`src/rtl/dmem_lsu_pkg.sv`:
```
// rtl/dmem_lsu_pkg.sv - shared funct3 codes, FSM state type and lane helpers for the LSU
package dmem_lsu_pkg;

    localparam logic [2:0] F3_B  = 3'd0;
    localparam logic [2:0] F3_H  = 3'd1;
    localparam logic [2:0] F3_W  = 3'd2;
    localparam logic [2:0] F3_BU = 3'd4;
    localparam logic [2:0] F3_HU = 3'd5;

    typedef enum logic [1:0] {
        IDLE = 2'd0,
        RD   = 2'd1,
        WR   = 2'd2,
        RSP  = 2'd3
    } lsu_state_t;

    // Pick the byte/half at byte offset off out of a memory word and extend it.
    // Encodings that are not legal loads return 0.
    function automatic logic [31:0] load_extract(input logic [31:0] word,
                                                 input logic [1:0]  off,
                                                 input logic [2:0]  f3);
        logic [7:0]  b;
        logic [15:0] h;
        b = word[{off, 3'b000} +: 8];
        h = off[1] ? word[31:16] : word[15:0];
        case (f3)
            F3_B:    return {{24{b[7]}}, b};
            F3_H:    return {{16{h[15]}}, h};
            F3_W:    return word;
            F3_BU:   return {24'd0, b};
            F3_HU:   return {16'd0, h};
            default: return 32'd0;
        endcase
    endfunction

    // Overlay low-aligned store data onto the old word in the addressed lane.
    // Word stores replace the whole word.
    function automatic logic [31:0] store_merge(input logic [31:0] old,
                                                input logic [31:0] wdata,
                                                input logic [1:0]  off,
                                                input logic [2:0]  f3);
        logic [31:0] r;
        r = old;
        case (f3)
            F3_B: r[{off, 3'b000} +: 8] = wdata[7:0];
            F3_H: begin
                if (off[1]) r[31:16] = wdata[15:0];
                else        r[15:0]  = wdata[15:0];
            end
            default: r = wdata;
        endcase
        return r;
    endfunction

endpackage

```
`src/rtl/dmem_lsu_align.sv`:
```
// rtl/dmem_lsu_align.sv - combinational load lane extract and store lane merge
//
// Ports:
//   word       in  32  word read from memory
//   wdata      in  32  low-aligned store data
//   off        in  2   byte offset within the word
//   f3         in  3   RV32I funct3
//   load_data  out 32  extended load result
//   merge_data out 32  word with the store lane replaced
module dmem_lsu_align
    import dmem_lsu_pkg::*;
(
    input  logic [31:0] word,
    input  logic [31:0] wdata,
    input  logic [1:0]  off,
    input  logic [2:0]  f3,
    output logic [31:0] load_data,
    output logic [31:0] merge_data
);

    always_comb begin
        load_data  = load_extract(word, off, f3);
        merge_data = store_merge(word, wdata, off, f3);
    end

endmodule

```
`src/rtl/dmem_lsu_master.sv`:
```
// rtl/dmem_lsu_master.sv - RV32I load/store unit driving a word-addressed data memory
//
// Ports:
//   clk, rst            clock, synchronous active-high reset
//   req_valid/req_ready request handshake (ready only in IDLE)
//   req_we              1=store, 0=load
//   req_funct3          access size / signedness
//   req_addr            byte address
//   req_wdata           low-aligned store data
//   rsp_valid           one-cycle response pulse
//   rsp_rdata           extended load data (0 for stores and errors)
//   rsp_err             misaligned, illegal funct3 or out-of-range
//   mem_we/mem_addr/mem_wdata/mem_rdata  word memory port, async read
module dmem_lsu_master
    import dmem_lsu_pkg::*;
#(
    parameter int MEM_BYTES = 4096
) (
    input  logic        clk,
    input  logic        rst,
    input  logic        req_valid,
    output logic        req_ready,
    input  logic        req_we,
    input  logic [2:0]  req_funct3,
    input  logic [31:0] req_addr,
    input  logic [31:0] req_wdata,
    output logic        rsp_valid,
    output logic [31:0] rsp_rdata,
    output logic        rsp_err,
    output logic        mem_we,
    output logic [31:0] mem_addr,
    output logic [31:0] mem_wdata,
    input  logic [31:0] mem_rdata
);

    localparam logic [31:0] MEM_LIMIT = 32'(MEM_BYTES);

    lsu_state_t  state;
    logic        we_q;
    logic        l_we;
    logic [2:0]  l_f3;
    logic [1:0]  l_off;
    logic [31:0] l_wdata;

    logic        f3_illegal;
    logic        misaligned;
    logic        out_of_range;
    logic        req_err;
    logic [31:0] load_data;
    logic [31:0] merge_data;

    always_comb begin
        f3_illegal   = req_we ? (req_funct3 > 3'd2)
                              : (req_funct3 == 3'd3 || req_funct3 == 3'd6 || req_funct3 == 3'd7);
        misaligned   = (req_funct3[1:0] == 2'b01 && req_addr[0]) ||
                       (req_funct3[1:0] == 2'b10 && req_addr[1:0] != 2'b00);
        out_of_range = (req_addr >= MEM_LIMIT);
        req_err      = f3_illegal || misaligned || out_of_range;
    end

    dmem_lsu_align u_align (
        .word       (mem_rdata),
        .wdata      (l_wdata),
        .off        (l_off),
        .f3         (l_f3),
        .load_data  (load_data),
        .merge_data (merge_data)
    );

    // Gating by rst kills a write that is in flight when reset lands in WR.
    assign mem_we = we_q && !rst;

    always_ff @(posedge clk) begin
        if (rst) begin
            state     <= IDLE;
            req_ready <= 1'b1;
            rsp_valid <= 1'b0;
            rsp_err   <= 1'b0;
            rsp_rdata <= 32'd0;
            we_q      <= 1'b0;
            mem_addr  <= 32'd0;
            mem_wdata <= 32'd0;
            l_we      <= 1'b0;
            l_f3      <= 3'd0;
            l_off     <= 2'd0;
            l_wdata   <= 32'd0;
        end else begin
            case (state)
                IDLE: begin
                    if (req_valid) begin
                        l_we      <= req_we;
                        l_f3      <= req_funct3;
                        l_off     <= req_addr[1:0];
                        l_wdata   <= req_wdata;
                        req_ready <= 1'b0;
                        if (req_err) begin
                            rsp_valid <= 1'b1;
                            rsp_err   <= 1'b1;
                            rsp_rdata <= 32'd0;
                            state     <= RSP;
                        end else begin
                            mem_addr <= {req_addr[31:2], 2'b00};
                            if (req_we && req_funct3 == F3_W) begin
                                // Full-word store needs no read of the old word.
                                we_q      <= 1'b1;
                                mem_wdata <= req_wdata;
                                state     <= WR;
                            end else begin
                                state <= RD;
                            end
                        end
                    end
                end
                RD: begin
                    if (l_we) begin
                        we_q      <= 1'b1;
                        mem_wdata <= merge_data;
                        state     <= WR;
                    end else begin
                        rsp_valid <= 1'b1;
                        rsp_err   <= 1'b0;
                        rsp_rdata <= load_data;
                        state     <= RSP;
                    end
                end
                WR: begin
                    we_q      <= 1'b0;
                    rsp_valid <= 1'b1;
                    rsp_err   <= 1'b0;
                    rsp_rdata <= 32'd0;
                    state     <= RSP;
                end
                RSP: begin
                    rsp_valid <= 1'b0;
                    rsp_err   <= 1'b0;
                    rsp_rdata <= 32'd0;
                    req_ready <= 1'b1;
                    state     <= IDLE;
                end
                default: state <= IDLE;
            endcase
        end
    end

endmodule

```
`config.mk`:
```
export PLATFORM = sky130hd
export DESIGN_NAME = dmem_lsu_master
export DESIGN_NICKNAME = d
export VERILOG_FILES = /design/src/rtl/dmem_lsu_pkg.sv /design/src/rtl/dmem_lsu_align.sv /design/src/rtl/dmem_lsu_master.sv
export SDC_FILE = /design/constraint.sdc
export NUM_CORES = 1
export LEC_CHECK = 0
export ABC_CLOCK_PERIOD_IN_PS = 2700
export BUFFER_PORTS_ARGS = -buffer_cell sky130_fd_sc_hd__buf_2
export CAP_MARGIN = 20
export CORE_MARGIN = 2
export CORE_UTILIZATION = 47
export CTS_BUF_LIST = sky130_fd_sc_hd__clkbuf_8 sky130_fd_sc_hd__clkbuf_16
export DETAILED_ROUTE_END_ITERATION = 6
export PLACE_DENSITY = 0.81
export SLEW_MARGIN = 20
export SYNTH_ARGS = -nofsm -noshare
export SYNTH_HDL_FRONTEND = slang
export SYNTH_SLANG_ARGS = --single-unit
```
`constraint.sdc`:
```
create_clock -name clk -period 2.7 [get_ports clk]
set_input_delay 0.135 -clock clk [delete_from_list [all_inputs] [get_ports clk]]
set_output_delay 0.135 -clock clk [all_outputs]
set_load 0.01 [all_outputs]
```
==> results_dict.tcl <==
set metrics [dict create \
    drive_above_1_share_pct 26.3 \
    yosys_warnings 0 \
    fin_total_pwr_mw 7.81 \
    syn_area_um2 6980 \
    start_util_pct 48.0 \
    combPwrFrac_pct 35.8 \
    layout_commonest_cell "buf_2" \
    rsz0062_at_grt "false" \
    synth.avg_cell_area_um2 8.21 \
    tightest_slew_ns 0.977 \
    required_ns 3.05 \
    finalSetupViolCount 0 \
    endpoint "rsp_rdata[30]$_SDFFE_PP0P_" \
    crit_start "req_funct3[0]" \
    cts_tree "done" \
    ys_async_sr_fraction_pct 0 \
    cts_buffers 17 \
    htreeDepth 4 \
    wl_per_cell_um 18.6 \
    cap_violations 0 \
    cts_sinks 138 \
    syn_inst 850 \
    leakage_nw 3.96 \
    synth_edf_count 0 \
    cts-root-buf "clkbuf_16" \
    ys_top_cells_by_area "dfxtp_1 40%, a21oi_1 7.5%, mux2i_1 5.2%, o21ai_0 5.1%, nand2_1 4.9%" \
    coreArea_um2 14500 \
    p_switching_mw 3.02 \
    intPower_mw 4.79 \
    hold_class "input port to register" \
    fin_ws_ns 0.255 \
    status "completed" \
    place.gp.congestion 1.00 \
    worstReg2RegStart "l_f3[1]$_SDFFE_PP0P_" \
    grt_first_pass_wirelength_um 36300 \
    antenna_found_initial 1 \
    synth.ff_latch_count 138 \
    slew_headroom_pct 34.9 \
    peakVddDrop_mv 0.589 \
    reg2regPathDepth 4 \
    ff2ff_setup_slack_ns 0.32 \
    finalMaxSlewViolations 0 \
    fillers 1222 \
    grt_usage_pct 29.0 \
    wl_met1_um 9770 \
    cp_max_fo 23 \
    hold_viol 0 \
    synth_top_area_cell "dfxtp_1" \
    place_ws_ns 0.300 \
    dr_wl_met2_um 10300 \
    cts_buffer_depth 2 \
    routed_wl_um 23500 \
    drtIter0Drc 897 \
    path_class "input port to register" \
    final_cell_mix "199 x buf_2, 138 x dfxtp_1, 104 x a21oi_1" \
    crit_arrival_ns 2.79 \
    p_clk_share_pct 31.4 \
    die_h_um 126 \
    grt_max_degree 55 \
    fin_crit_sh_pct 90.6 \
    dr.max_layer_used "met4" \
    fin_hold_ws_ns 0.0323 \
    vias_per_cell 5.84 \
    min_path_cells 3 \
    postCtsSetupBuffers 0 \
    yosysUniqueCellTypes 54 \
    io_pins 203 \
    skew_ns 0.0122 \
    seq_area_frac_synth_pct 39.6 \
    dp_hpwl_um 16100 \
    synth_top_area_share_pct 39.6 \
    clock_latency_ns 0.44 \
    finalCriticalPeriod_ns 2.45 \
    fmax_ghz 0.409 \
    clkSlewWorstSetupHoldPaths_ns 0.06 \
    syn_to_final_growth_pct 31.6 \
    grt_pass1_vias 6733 \
    switching_share_pct 38.7 \
    cp-start-kind "input port" \
    dr.pass1.iters 7 \
    met3_length_um 2520 \
    postRouteAntennaNets 0 \
    end_kind "register" \
    fp-row-count 44 \
    port_buffers 200 \
    seqPwrFrac_pct 32.8 \
    drc 0 \
    synth_ff_type "dfxtp_1" \
    gr-total-overflow 0 \
    die_w_um 126 \
    via_count 7380 \
    die_area_um2 15800 \
    r2r-end "rsp_rdata[20]$_SDFFE_PP0P_" \
    power_density_nw_per_um2 851 \
    tns_ns 0 \
    final_nets 1178 \
]
==> critical path, stage by stage <==
cell and delay, ns:
dlygate4sd3_1 0.53, buf_2 0.13, a21oi_1 0.07, o211ai_1 0.40, or2_1 0.25, a31o_2 0.68, buf_4 0.36, mux2i_1 0.22
==> power groups by stage <==
stage | Clock [mW] | Sequential (mW) | Combinational (mW)
after floorplan | 0 | 2.61 | 1.77
after global placement | 0 | 2.58 | 2.62
after detailed placement | 0 | 2.58 | 2.65
after CTS | 2.47 | 2.55 | 2.72
after global routing | 2.56 | 2.59 | 3.04
final | 2.45 | 2.56 | 2.79
==> what timing repair did <==
action / CTS / global route
endpoints found under the hold margin: 45 / 0
endpoints found under the setup margin: 0 / 4
gates resized for setup: 0 / 1
hold buffers: 45 / 0
==> sequential cells by signal, indices dropped and copies added (netlist names) <==
| name | cells |
|---|---|
| rsp_valid | 1 |
| req_ready | 1 |
| l_off | 2 |
| l_wdata | 32 |
| mem_wdata | 32 |
| l_f3 | 3 |
| l_we | 1 |
| mem_addr | 30 |
| state | 2 |
| rsp_err | 1 |
| rsp_rdata | 32 |
| we_q | 1 |
==> through the flow <==
stage          std cells  util, %  instance area [um^2]
2_1_floorplan        851        -                  6980
3_3_place_gp        1186     55.8                  8100
3_5_place_dp        1186     55.8                  8100
4_1_cts             1263     63.1                  9170
5_1_grt             1264     63.1                  9180
6_report            1264     63.1                  9180
==> metal layers <==
layer / vias to the layer above / global-route usage [%]
li1: 3465 / -
met1: 3390 / 39.2
met2: 461 / 43.3
met3: 64 / 7.60
met4: 0 / 13.4
met5: - / 0
==> cell usage after synthesis (2+ instances only) <==
cell type    n
a21oi_1    104
a221o_1     16
a22oi_1     11
a311oi_1     6
a31oi_1      7
and2_1      36
buf_1        7
buf_2       10
buf_4        2
buf_6        2
clkbuf_1    55
dfxtp_1    138
ha_1         9
inv_1       14
mux2_2       7
mux2_4       6
mux2i_1     36
nand2_1     91
nand2b_1    33
nand3_1     31
nand3b_1     3
nand4_1     17
nor2_1      43
nor2b_1     27
nor3_1       3
nor3b_1      3
nor4_1       5
nor4bb_1     8
o2111ai_1   24
o21ai_0     71
or2_2        2
==> area by class of cell <==
class	instances	area (um^2)	share of cell area, %
Multi-Input combinational cell	623	3850	42.0
Sequential cell	138	2760	30.1
Timing Repair Buffer	272	1660	18.1
Clock buffer	17	425	4.64
Tap cell	184	230	2.51
Clock inverter	15	194	2.11
Inverter	14	52.6	0.573
Antenna cell	1	2.50	0.0273
==> worst min-delay path by stage <==
stage                   from                       end  slack [ns]
3_3_place_gp     req_addr[3]  mem_addr[3]$_SDFFE_PP0P_        0.37
6_report       req_funct3[2]      l_f3[2]$_SDFFE_PP0P_        0.03
3_5_place_dp     req_addr[5]  mem_addr[5]$_SDFFE_PP0P_        0.38
2_1_floorplan  req_wdata[25]  l_wdata[25]$_SDFFE_PP0P_        0.27
5_1_grt        req_funct3[2]      l_f3[2]$_SDFFE_PP0P_        0.02
4_1_cts        req_funct3[2]      l_f3[2]$_SDFFE_PP0P_        0.01
==> kinds of logic (layout without fill, tap and decap cells) <==
logic type	count (synthesis)	after routing	synth area share, %
muxes	51	51	8.07
adders and majority gates	9	9	1.61
other	1	3	0.0538
AOI/OAI and AO/OA	253	253	22.3
buffers and inverters	90	318	5.35
DFF	138	138	39.6
and+or+nand+nor	308	308	23.0
Power figures use the tool's default switching activity.
